File: config.mk
export PLATFORM = sky130hd
export DESIGN_NAME = hierarchy_seq_arbiter
export DESIGN_NICKNAME = d
export VERILOG_FILES = /design/src/rtl/hierarchy_seq_arbiter.sv
export SDC_FILE = /design/constraint.sdc
export NUM_CORES = 1
export LEC_CHECK = 0
export ABC_CLOCK_PERIOD_IN_PS = 1600
export CORE_ASPECT_RATIO = 0.6
export CORE_MARGIN = 2
export CORE_UTILIZATION = 44
export CTS_BUF_LIST = sky130_fd_sc_hd__clkbuf_8
export CTS_CLUSTER_SIZE = 16
export DETAILED_ROUTE_END_ITERATION = 12
export PLACE_DENSITY = 0.77
export REMOVE_ABC_BUFFERS = 1
export SYNTH_ARGS = -nofsm -noshare
export SYNTH_HDL_FRONTEND = slang
export SYNTH_SLANG_ARGS = --single-unit
File: constraint.sdc
create_clock -name clk -period 1.6 [get_ports clk]
set_input_delay 0.24 -clock clk [delete_from_list [all_inputs] [get_ports clk]]
set_output_delay 0.24 -clock clk [all_outputs]
set_load 0.03 [all_outputs]
File: src/rtl/hierarchy_seq_arbiter.sv
// hierarchy_seq_arbiter
//
// Round-robin arbiter and sequencer. It lets NREQ requesters share one
// hierarchy_seq datapath instance. It grants one requester at a time and drives
// that requester's operands onto the shared unit. The operands are held for LAT
// clocks. The captured result is then returned as a one-cycle response pulse.
//
// Ports:
//   clk        system clock, all logic on rising edge
//   rst_n      synchronous active-low reset
//   req        per-requester request level
//   req_a      per-requester operand a
//   req_b      per-requester operand b
//   gnt        one-hot grant pulse, one cycle
//   dp_a       operand a to shared hierarchy_seq
//   dp_b       operand b to shared hierarchy_seq
//   dp_c       result c from shared hierarchy_seq
//   rsp_valid  one-hot response pulse, one cycle
//   rsp_c      result for the requester flagged in rsp_valid
//   busy       high in every state except IDLE
//
// Every output is a register. The combinational process computes the *_nxt
// value of each register, including the outputs.

module hierarchy_seq_arbiter #(
    parameter int NREQ = 4,
    parameter int LAT  = 2
) (
    input  logic            clk,
    input  logic            rst_n,
    input  logic [NREQ-1:0] req,
    input  logic [NREQ-1:0] req_a,
    input  logic [NREQ-1:0] req_b,
    output logic [NREQ-1:0] gnt,
    output logic            dp_a,
    output logic            dp_b,
    input  logic            dp_c,
    output logic [NREQ-1:0] rsp_valid,
    output logic            rsp_c,
    output logic            busy
);

    localparam int IW = (NREQ > 1) ? $clog2(NREQ) : 1;
    localparam int CW = $clog2(LAT) + 1;
    localparam logic [IW-1:0] LAST_IDX = IW'(NREQ - 1);

    typedef enum logic [1:0] {
        S_IDLE,
        S_GRANT,
        S_WAIT,
        S_RESP
    } state_t;

    state_t          state, state_nxt;
    logic [IW-1:0]   winner, winner_nxt;
    logic [IW-1:0]   ptr, ptr_nxt;
    logic [CW-1:0]   cnt, cnt_nxt;
    logic            dp_a_nxt, dp_b_nxt;
    logic [NREQ-1:0] gnt_nxt, rsp_valid_nxt;
    logic            rsp_c_nxt, busy_nxt;

    logic            rr_found;
    logic [IW-1:0]   rr_idx;
    logic [IW:0]     rr_sum;

    // Round-robin search. It scans upward from ptr and wraps NREQ-1 -> 0.
    // rr_sum has one extra bit so that ptr+i cannot overflow before the wrap.
    always_comb begin
        rr_found = 1'b0;
        rr_idx   = '0;
        rr_sum   = '0;
        for (int i = 0; i < NREQ; i++) begin
            rr_sum = {1'b0, ptr} + (IW+1)'(i);
            if (rr_sum >= (IW+1)'(NREQ)) begin
                rr_sum = rr_sum - (IW+1)'(NREQ);
            end
            if (!rr_found && req[rr_sum[IW-1:0]]) begin
                rr_found = 1'b1;
                rr_idx   = rr_sum[IW-1:0];
            end
        end
    end

    // Next-state logic and next values of the registered outputs.
    always_comb begin
        state_nxt     = state;
        winner_nxt    = winner;
        ptr_nxt       = ptr;
        cnt_nxt       = cnt;
        dp_a_nxt      = dp_a;
        dp_b_nxt      = dp_b;
        gnt_nxt       = '0;
        rsp_valid_nxt = '0;
        rsp_c_nxt     = rsp_c;

        case (state)
            S_IDLE: begin
                if (rr_found) begin
                    // The operands are sampled only here. Later changes to
                    // req_a/req_b do not reach the datapath.
                    winner_nxt      = rr_idx;
                    dp_a_nxt        = req_a[rr_idx];
                    dp_b_nxt        = req_b[rr_idx];
                    gnt_nxt[rr_idx] = 1'b1;
                    state_nxt       = S_GRANT;
                end else begin
                    dp_a_nxt = 1'b0;
                    dp_b_nxt = 1'b0;
                end
            end
            S_GRANT: begin
                ptr_nxt   = (winner == LAST_IDX) ? '0 : winner + 1'b1;
                cnt_nxt   = CW'(LAT - 1);
                state_nxt = S_WAIT;
            end
            S_WAIT: begin
                // When the count reaches zero, dp_c reflects the operands
                // first driven in the GRANT cycle.
                if (cnt == '0) begin
                    rsp_c_nxt             = dp_c;
                    rsp_valid_nxt[winner] = 1'b1;
                    state_nxt             = S_RESP;
                end else begin
                    cnt_nxt = cnt - CW'(1);
                end
            end
            S_RESP: begin
                dp_a_nxt  = 1'b0;
                dp_b_nxt  = 1'b0;
                state_nxt = S_IDLE;
            end
            default: begin
                state_nxt = S_IDLE;
            end
        endcase

        busy_nxt = (state_nxt != S_IDLE);
    end

    // State and output registers. A reset during a transaction discards it.
    always_ff @(posedge clk) begin
        if (!rst_n) begin
            state     <= S_IDLE;
            winner    <= '0;
            ptr       <= '0;
            cnt       <= '0;
            dp_a      <= 1'b0;
            dp_b      <= 1'b0;
            gnt       <= '0;
            rsp_valid <= '0;
            rsp_c     <= 1'b0;
            busy      <= 1'b0;
        end else begin
            state     <= state_nxt;
            winner    <= winner_nxt;
            ptr       <= ptr_nxt;
            cnt       <= cnt_nxt;
            dp_a      <= dp_a_nxt;
            dp_b      <= dp_b_nxt;
            gnt       <= gnt_nxt;
            rsp_valid <= rsp_valid_nxt;
            rsp_c     <= rsp_c_nxt;
            busy      <= busy_nxt;
        end
    end

endmodule

After elaboration in Yosys (flattened, before gate mapping)
Cells that the tools add are included.
- $add $sub $neg: 9
- magnitude comparators: 12
- eq/ne operators: 5
- multiplexer cells: 38
- reduce and logical (&&, ||, !) cells: 18
- operators with widths (cell ; count):
    two-way mux 2 bit ; 12
    < comparator 2 x 3 -> 1 bit, second input constant ; 6
    two-way mux 1 bit ; 14
    binary-select mux 1 bit (select 2 bit) ; 6
    subtractor 2 x 1 -> 2 bit, second input constant ; 5
    greater-or-equal comparator 3 bit, second input constant ; 3
    one-hot mux 2 bit (4 select lines) ; 1
    adder 2 x 2 -> 3 bit, second input constant ; 2
    == test 2 bit, second input constant ; 3
    AND reduction 2 bit ; 3
    AND reduction 3 bit ; 2
    nonzero test 2 bit ; 3
    logical AND 1 bit ; 5
    demux 1 bit (select 2 bit) ; 2
    greater-or-equal comparator 2 x 1 -> 1 bit, second input constant ; 2
    zero test 2 bit ; 2
    one-hot mux 1 bit (2 select lines) ; 2
    one-hot mux 2 bit (2 select lines) ; 1
    adder 2 x 1 -> 3 bit, second input constant ; 1
    greater-or-equal comparator 2 x 3 -> 1 bit, second input constant ; 1
    zero test 1 bit ; 3
    adder 2 x 1 -> 2 bit, second input constant ; 1
    == test 2 x 1 -> 1 bit, second input constant ; 1
    != test 2 bit, second input constant ; 1
- flip-flop bits (word level): 20
- output and inout port bits: 12

Logic depth before layout (Yosys ltp)
Gate-level depths: netlist (run 1).
- word-level depth: 18
- depth in mapped cells: 6
- depth with buffers taken out: 6

Worst setup path after synthesis (run 1)
No wires, ideal clock.
- path kind: register -> register
- start point: register state[0]
- end point: register dp_b
- setup time: 67 ps
- arrival: 1581 ps
- data required time: 1533 ps
- slack: -49 ps
- cell stages (with the launch flop): 5
- buffers on the path: 0
- cell sequence: dfxtp_1 inv_1 ha_1 or4b_2 o21ai_2
- word-level cells in the longest chain between the ends: 2
- elaborated cells between the ends (all ways): 4
- those cells by class: eq/ne (1); mux (1); reduce/logical (2)
- RTL lines (what ; RTL line ; text):
    start: declaration ; 54 ; state_t state, state_nxt;
    start signal: assignment ; 154 ; state <= state_nxt;
    == test 2 bit / zero test 2 bit (equally long branches) ; 96 ; case (state)
    one-hot mux 1 bit (2 select lines) / nonzero test 2 bit (equally long branches) ; -- ;
    end signal: assignment ; 159 ; dp_b <= dp_b_nxt;
    end: declaration ; 36 ; output logic dp_b,
Several ways; a longest one is shown, not always the timed one.
A chain may end at the register's enable or synchronous reset.

Worst setup path after layout (run 1)
- start point: register ptr[1]
- end point: register dp_a
- word-level cells in the longest chain between the ends: 18
- elaborated cells between the ends (all ways): 41
- those cells by class: add/sub (7); order compare (4); mux (24); reduce/logical (6)
- RTL lines (what ; RTL line ; text):
    start: declaration ; 56 ; logic [IW-1:0] ptr, ptr_nxt;
    start signal: assignment ; 156 ; ptr <= ptr_nxt;
    parallel branches: the longest is 16 deep, another holds adder 2 x 1 -> 3 bit ; -- ;
    two-way mux 1 bit (*) ; 98 ; if (rr_found) begin
    one-hot mux 1 bit (2 select lines) (*) ; 96 ;
    end signal: assignment ; 158 ; dp_a <= dp_a_nxt;
    end: declaration ; 35 ; output logic dp_a,
Every way passes the cells marked *. The select of a mux whose other input is x is not followed.

==> impl_metrics.env, run 1 <==
export IMPL_via_count=837
export IMPL_r2r_start="ptr[1]"
export IMPL_tns_ns=0
export IMPL_ys_seq_area_share_pct=41.4
export IMPL_startpoint="ptr[1]"
export IMPL_synthCells=101
export IMPL_cp_slowest_cell="or3b_4"
export IMPL_layout_common_cells="clkdlybuf4s50_1 (22), dfxtp_1 (19), buf_4 (11), nor2_1 (10)"
export IMPL_cts_made_buffers=3
export IMPL_post_route_period_util_pct=96.7
export IMPL_die_h_um=40.3
export IMPL_antenna_found_initial=0
export IMPL_path_clk_slew_ns=0.07
export IMPL_clock_skew_final_ns=0.00173
export IMPL_synth_top_family_by_area="simple AND/OR/NAND/NOR gates"
export IMPL_fin_nets=166
export IMPL_syn_avg_cell_area_um2=9.58
export IMPL_hold_path_class="register to register"
export IMPL_synth_mux_area_share_pct=10.6
export IMPL_drt_iter0_drc=58
export IMPL_setup_violations=0
export IMPL_grt_pass1_vias=794
export IMPL_track_usage_pct=19.5
export IMPL_instances_no_fill=171
export IMPL_final_common_cell="clkdlybuf4s50_1"
export IMPL_synthAdderAreaFrac_pct=11.6
export IMPL_drv_slew=0
export IMPL_synth_xor_area_share_pct=0
export IMPL_cts_tree="built"
export IMPL_grt_setup_unrepaired="no"
export IMPL_synth_cell_types=26
export IMPL_cts_sinks=20
export IMPL_num_fill_cells=170
export IMPL_cts_root_buf="clkbuf_8"
export IMPL_syn_cell_area_um2=967
export IMPL_grt_pass1_wl_um=3570
export IMPL_clkLatencyLatePin_ns=0.26
export IMPL_drive_gt1_share_pct=17.7
export IMPL_die_w_um=64.5
export IMPL_gp_congestion=0.854
export IMPL_critPathRequiredTime_ns=1.80
export IMPL_final_hold_viol_count=0
export IMPL_p_leak_nw=0.601
export IMPL_synth_compound_area_share_pct=14.2
export IMPL_antennaDiodeCount=0
export IMPL_multiInputGateArea_um2=548
export IMPL_vias_per_cell=4.89
export IMPL_dr_pass1_iters=4
export IMPL_dp_cells=167
export IMPL_detail_route_antenna_nets=0
export IMPL_initial_utilization_pct=45.7
export IMPL_rows=13
export IMPL_ys_seq_elements=20
export IMPL_end_kind="register"
export IMPL_overflow=0
export IMPL_worst_pin_slew_ns=0.323
export IMPL_cpPeakStageDelay_ns=0.42
export IMPL_crit_chain="or3b_4 > o221ai_4 > mux2i_1 > mux2_4 > o21ai_2"
export IMPL_hpwl_um=1670
export IMPL_htreeDepth=1
export IMPL_run_status="complete, no violations"
export IMPL_wl_per_cell_um=12.5
export IMPL_ios=27
export IMPL_cp_arrival_ns=1.75
export IMPL_cts_setup_buffers=0
export IMPL_timing_fmax_mhz=646
export IMPL_fp_dieArea_um2=2600
export IMPL_power_density_nw_per_um2=1240
export IMPL_io_buffers=26
export IMPL_slew_headroom_pct=78.4
export IMPL_clockBufferDepth=2
export IMPL_core_um2=2110
export IMPL_synthToLayoutAreaGrowth_pct=46.8
export IMPL_synthSimpleGateAreaFrac_pct=17.9
export IMPL_crit_fanout=7
export IMPL_path_class="register to register"
export IMPL_grt_max_degree=12
export IMPL_peakVddDrop_v=0.000568
export IMPL_timing_final_crit_period_ns=1.55
export IMPL_regArea_um2=404
export IMPL_start_kind="register"
export IMPL_drc=0
export IMPL_min_from="rsp_c"
export IMPL_max_cap_violations=0
export IMPL_routed_wl_um=2140
export IMPL_yosys_warnings=0
## cell type report
cell class              instances  area share (%)
multi-input cells              70            38.6
flip-flops and latches         20            28.5
repair buffers                 37            23.8
clock buffers                   4            3.88
inverters                      10            2.64
well taps                      30            2.64
## final timing paths
path / to / slack (ns) / cells after the start
setup / recovery: dp_a / 0.05 / 5
setup reg to reg: dp_a / 0.05 / 5
hold reg to reg: rsp_c / 0.47 / 2
hold / removal: rsp_c / 0.47 / 2
## synthesized netlist by cell type
cell type | instances | area share [%]
nand2_1 | 5 | 1.9
o21ai_0 | 7 | 3.6
or4_4 | 1 | 1.2
nand3_1 | 3 | 1.6
o21ai_2 | 2 | 1.8
dfxtp_1 | 20 | 41
a21oi_1 | 5 | 2.6
or3b_1 | 1 | 0.91
or3_1 | 1 | 0.65
and2_1 | 6 | 3.9
clkinv_1 | 1 | 0.39
a211oi_1 | 1 | 0.78
a211o_1 | 1 | 0.91
o221ai_4 | 1 | 2.7
nand4_1 | 1 | 0.65
nor2_1 | 10 | 3.9
mux2_2 | 2 | 2.3
inv_1 | 9 | 3.5
or4b_2 | 1 | 1.0
mux2i_1 | 8 | 8.3
a21boi_0 | 1 | 0.78
or2_1 | 1 | 0.65
nor3b_1 | 2 | 1.6
ha_1 | 9 | 12
o2bb2a_1 | 1 | 1.0
clkbuf_1 | 1 | 0.39
## metrics by stage
step	area (um^2)	hold slack (ns)	setup slack [ns]	utilization (%)	total power [mW]
detailed placement	1340	0.470	-0.431	63.6	1.36
global route	1420	0.508	0.00204	67.2	1.89
floorplan	963	0.376	-0.0486	-	1.08
finish	1420	0.469	0.0530	67.2	1.76
CTS	1400	0.480	0.0275	66.3	1.77
global placement	1340	0.441	-0.367	63.6	1.34
## what timing repair did
item                                    CTS  global route
pin swaps                                 1             0
endpoints found under the setup margin    6             2
hold buffers                              0             0
gates resized for setup                   9             4
## flip-flops by register name, summed over array words and instances (netlist names)
| signal | cells |
|---|---|
| state | 2 |
| rsp_c | 1 |
| cnt | 2 |
| dp_b | 1 |
| busy | 1 |
| dp_a | 1 |
| ptr | 2 |
| winner | 2 |
| gnt | 4 |
| rsp_valid | 4 |
## metal layers
layer	up-vias	GRT usage, %	part of all wire, %
li1	425	-	-
met1	377	20.3	43
met2	29	35.7	48
met3	6	8.71	7.9
met4	0	9.04	1.6
met5	-	0	0
## worst max-delay path, delay by kind of cell (launching register included)
family | cells | cell delay, ns
mux | 2 | 0.44
simple gates | 1 | 0.42
flops | 1 | 0.38
compound gates | 2 | 0.25
## cells by family after synthesis
family	count (synthesis)
AO/OA/AOI/OAI	19
adder cells (fa/ha/maj)	9
buffers and inverters	11
flip-flops	20
multiplexers	10
AND/OR/NAND/NOR	32
## power breakdown
group	total [mW]	internal (mW)	switching (mW)	leakage [nW]
Combinational	0.724	0.351	0.373	0.408
Clock	0.388	0.220	0.168	0.0288
Sequential	0.649	0.591	0.0577	0.164
Power figures use the tool's default switching activity.
==> inputs of run 2 (changes only) <==
CORE_MARGIN = 3   (was 2)
CTS_CLUSTER_DIAMETER = 100   (was not set)
==> impl_metrics.env, run 2 (synthesis results as in run 1) <==
export IMPL_run_status="complete, no violations"
export IMPL_clockBufferDepth=2
export IMPL_start_kind="register"
export IMPL_timing_final_crit_period_ns=1.53
export IMPL_ios=27
export IMPL_htreeDepth=1
export IMPL_via_count=841
export IMPL_peakVddDrop_v=0.000863
export IMPL_drt_iter0_drc=28
export IMPL_rr_worst_depth=6
export IMPL_fp_dieArea_um2=2820
export IMPL_cts_root_buf="clkbuf_8"
export IMPL_die_w_um=66.5
export IMPL_grt_setup_unrepaired="no"
export IMPL_r2r_start="ptr[1]"
export IMPL_critPathTopFamily="buffers and inverters"
export IMPL_fin_nets=168
export IMPL_detail_route_antenna_nets=0
export IMPL_antennaDiodeCount=0
export IMPL_r2r_slack_ns=0.07
export IMPL_instances_no_fill=171
export IMPL_p_leak_nw=0.626
export IMPL_vias_per_cell=4.92
export IMPL_cts_made_buffers=3
export IMPL_critPathRequiredTime_ns=1.36
export IMPL_crit_chain="clkdlybuf4s50_1"
export IMPL_drive_gt1_share_pct=19.6
export IMPL_clkPwrFrac_pct=27.0
export IMPL_core_um2=1970
export IMPL_cts_setup_buffers=0
export IMPL_io_buffers=26
export IMPL_hpwl_um=1690
export IMPL_cpPeakStageDelay_ns=0.67
export IMPL_path_depth=1
export IMPL_post_route_period_util_pct=95.4
export IMPL_gp_congestion=0.924
export IMPL_path_class="register to output pin"
export IMPL_met1_usage_pct=22.3
export IMPL_grt_max_degree=13
export IMPL_pre_cts_ws_ns=-0.360
export IMPL_power_frac_comb_pct=38.7
export IMPL_layout_common_cells="clkdlybuf4s50_1 (22), dfxtp_1 (19), buf_4 (13), nor2_1 (10)"
export IMPL_wl_per_cell_um=12.9
export IMPL_p_sw_mw=0.609
export IMPL_tns_ns=0
export IMPL_p_int_mw=1.28
export IMPL_hold_depth=2
export IMPL_dp_cells=167
export IMPL_cp_arrival_ns=1.29
export IMPL_dr_pass1_iters=4
export IMPL_top_regs="gnt: 4 flops, rsp_valid: 4 flops"
export IMPL_crit_fanout=2
export IMPL_synthToLayoutAreaGrowth_pct=49.2
export IMPL_drc=0
export IMPL_final_hold_viol_count=0
export IMPL_routed_wl_um=2200
export IMPL_cts_tree="built"
export IMPL_drv_slew=0
export IMPL_path_clk_slew_ns=0.08
export IMPL_p_seq_share_pct=34.3
export IMPL_final_common_cell="clkdlybuf4s50_1"
export IMPL_initial_utilization_pct=49.2
export IMPL_overflow=0
export IMPL_hold_path_end="rsp_c"
export IMPL_p_sw_share_pct=32.3
export IMPL_path_buf_inv=1
export IMPL_timing_fmax_mhz=655
export IMPL_clkLatencyLatePin_ns=0.26
export IMPL_r2r_end="dp_a"
export IMPL_grt_pass1_vias=836
export IMPL_die_h_um=42.3
export IMPL_max_cap_violations=0
export IMPL_fin_hold_ws_ns=0.456
export IMPL_end_kind="output pin"
export IMPL_antenna_found_initial=0
export IMPL_slew_headroom_pct=78.2
export IMPL_grt_use_met2_pct=27.0
export IMPL_cp_slowest_cell="clkdlybuf4s50_1"
export IMPL_worst_pin_slew_ns=0.326
export IMPL_clock_skew_final_ns=0.00443
export IMPL_grt_busiest_layer="met2"
export IMPL_setup_violations=0
export IMPL_cts_sinks=20
export IMPL_grt_pass1_wl_um=3770
export IMPL_gr_usage_met3_pct=8.58
export IMPL_rows=12
export IMPL_power_density_nw_per_um2=1310
export IMPL_hold_path_class="register to register"
export IMPL_track_usage_pct=17.9
export IMPL_min_from="rsp_c"
export IMPL_fin_ws_ns=0.0728
run 2: changes by cell type in the layout (fill, tap and decap cells not counted), sizes merged:
cell | previous run | this run
dlygate4sd2 | 4 | 2
bufinv | 0 | 1
clkbuf | 4 | 3
buf | 11 | 13
dlymetal6s2s | 0 | 2
run 2: cell type report:
class | instances | area [um^2]
Timing Repair Buffer | 39 | 360
Fill cell | 148 | 524
Tap cell | 28 | 35.0
Clock inverter | 1 | 30.0
Clock buffer | 3 | 41.3
Multi-Input combinational cell | 70 | 537
Inverter | 10 | 37.5
Sequential cell | 20 | 402
run 2: timing repair:
action | in CTS | in global routing
pin swaps | 1 | 1
setup endpoints to repair | 6 | 6
resized for setup | 7 | 4
cloned | 0 | 0
hold buffers | 0 | 0
run 2: power groups by stage:
stage	clock (mW)	combinational, mW	sequential, mW
global route	0.541	0.798	0.657
finish	0.509	0.729	0.646
CTS	0.521	0.730	0.645
global placement	0	0.697	0.651
detailed placement	0	0.710	0.654
floorplan	0	0.332	0.745
run 2: layer usage:
metal  share of wire (%)  routed length [um]  vias up
li1                    -                   -      429
met1                  47                1040      387
met2                  45                 991       20
met3                 6.4                 141        5
met4                 1.1                  25        0
met5                   0                   0        -
run 2: metrics by stage:
step,power [mW],utilization (%),area (um^2)
floorplan,1.08,-,963
global placement,1.35,69.0,1360
detailed placement,1.36,69.0,1360
CTS,1.90,72.8,1430
global route,2.00,73.3,1440
finish,1.88,73.3,1440
run 2: how the worst max path moves through the flow:
stage,startpoint,to,slack (ns)
floorplan,state[0],dp_b,-0.05
global placement,req[2],busy,-0.36
detailed placement,req[1],dp_a,-0.36
CTS,req[1],dp_a,-0.01
global route,ptr[1],dp_a,0.02
finish,dp_b,dp_b,0.07
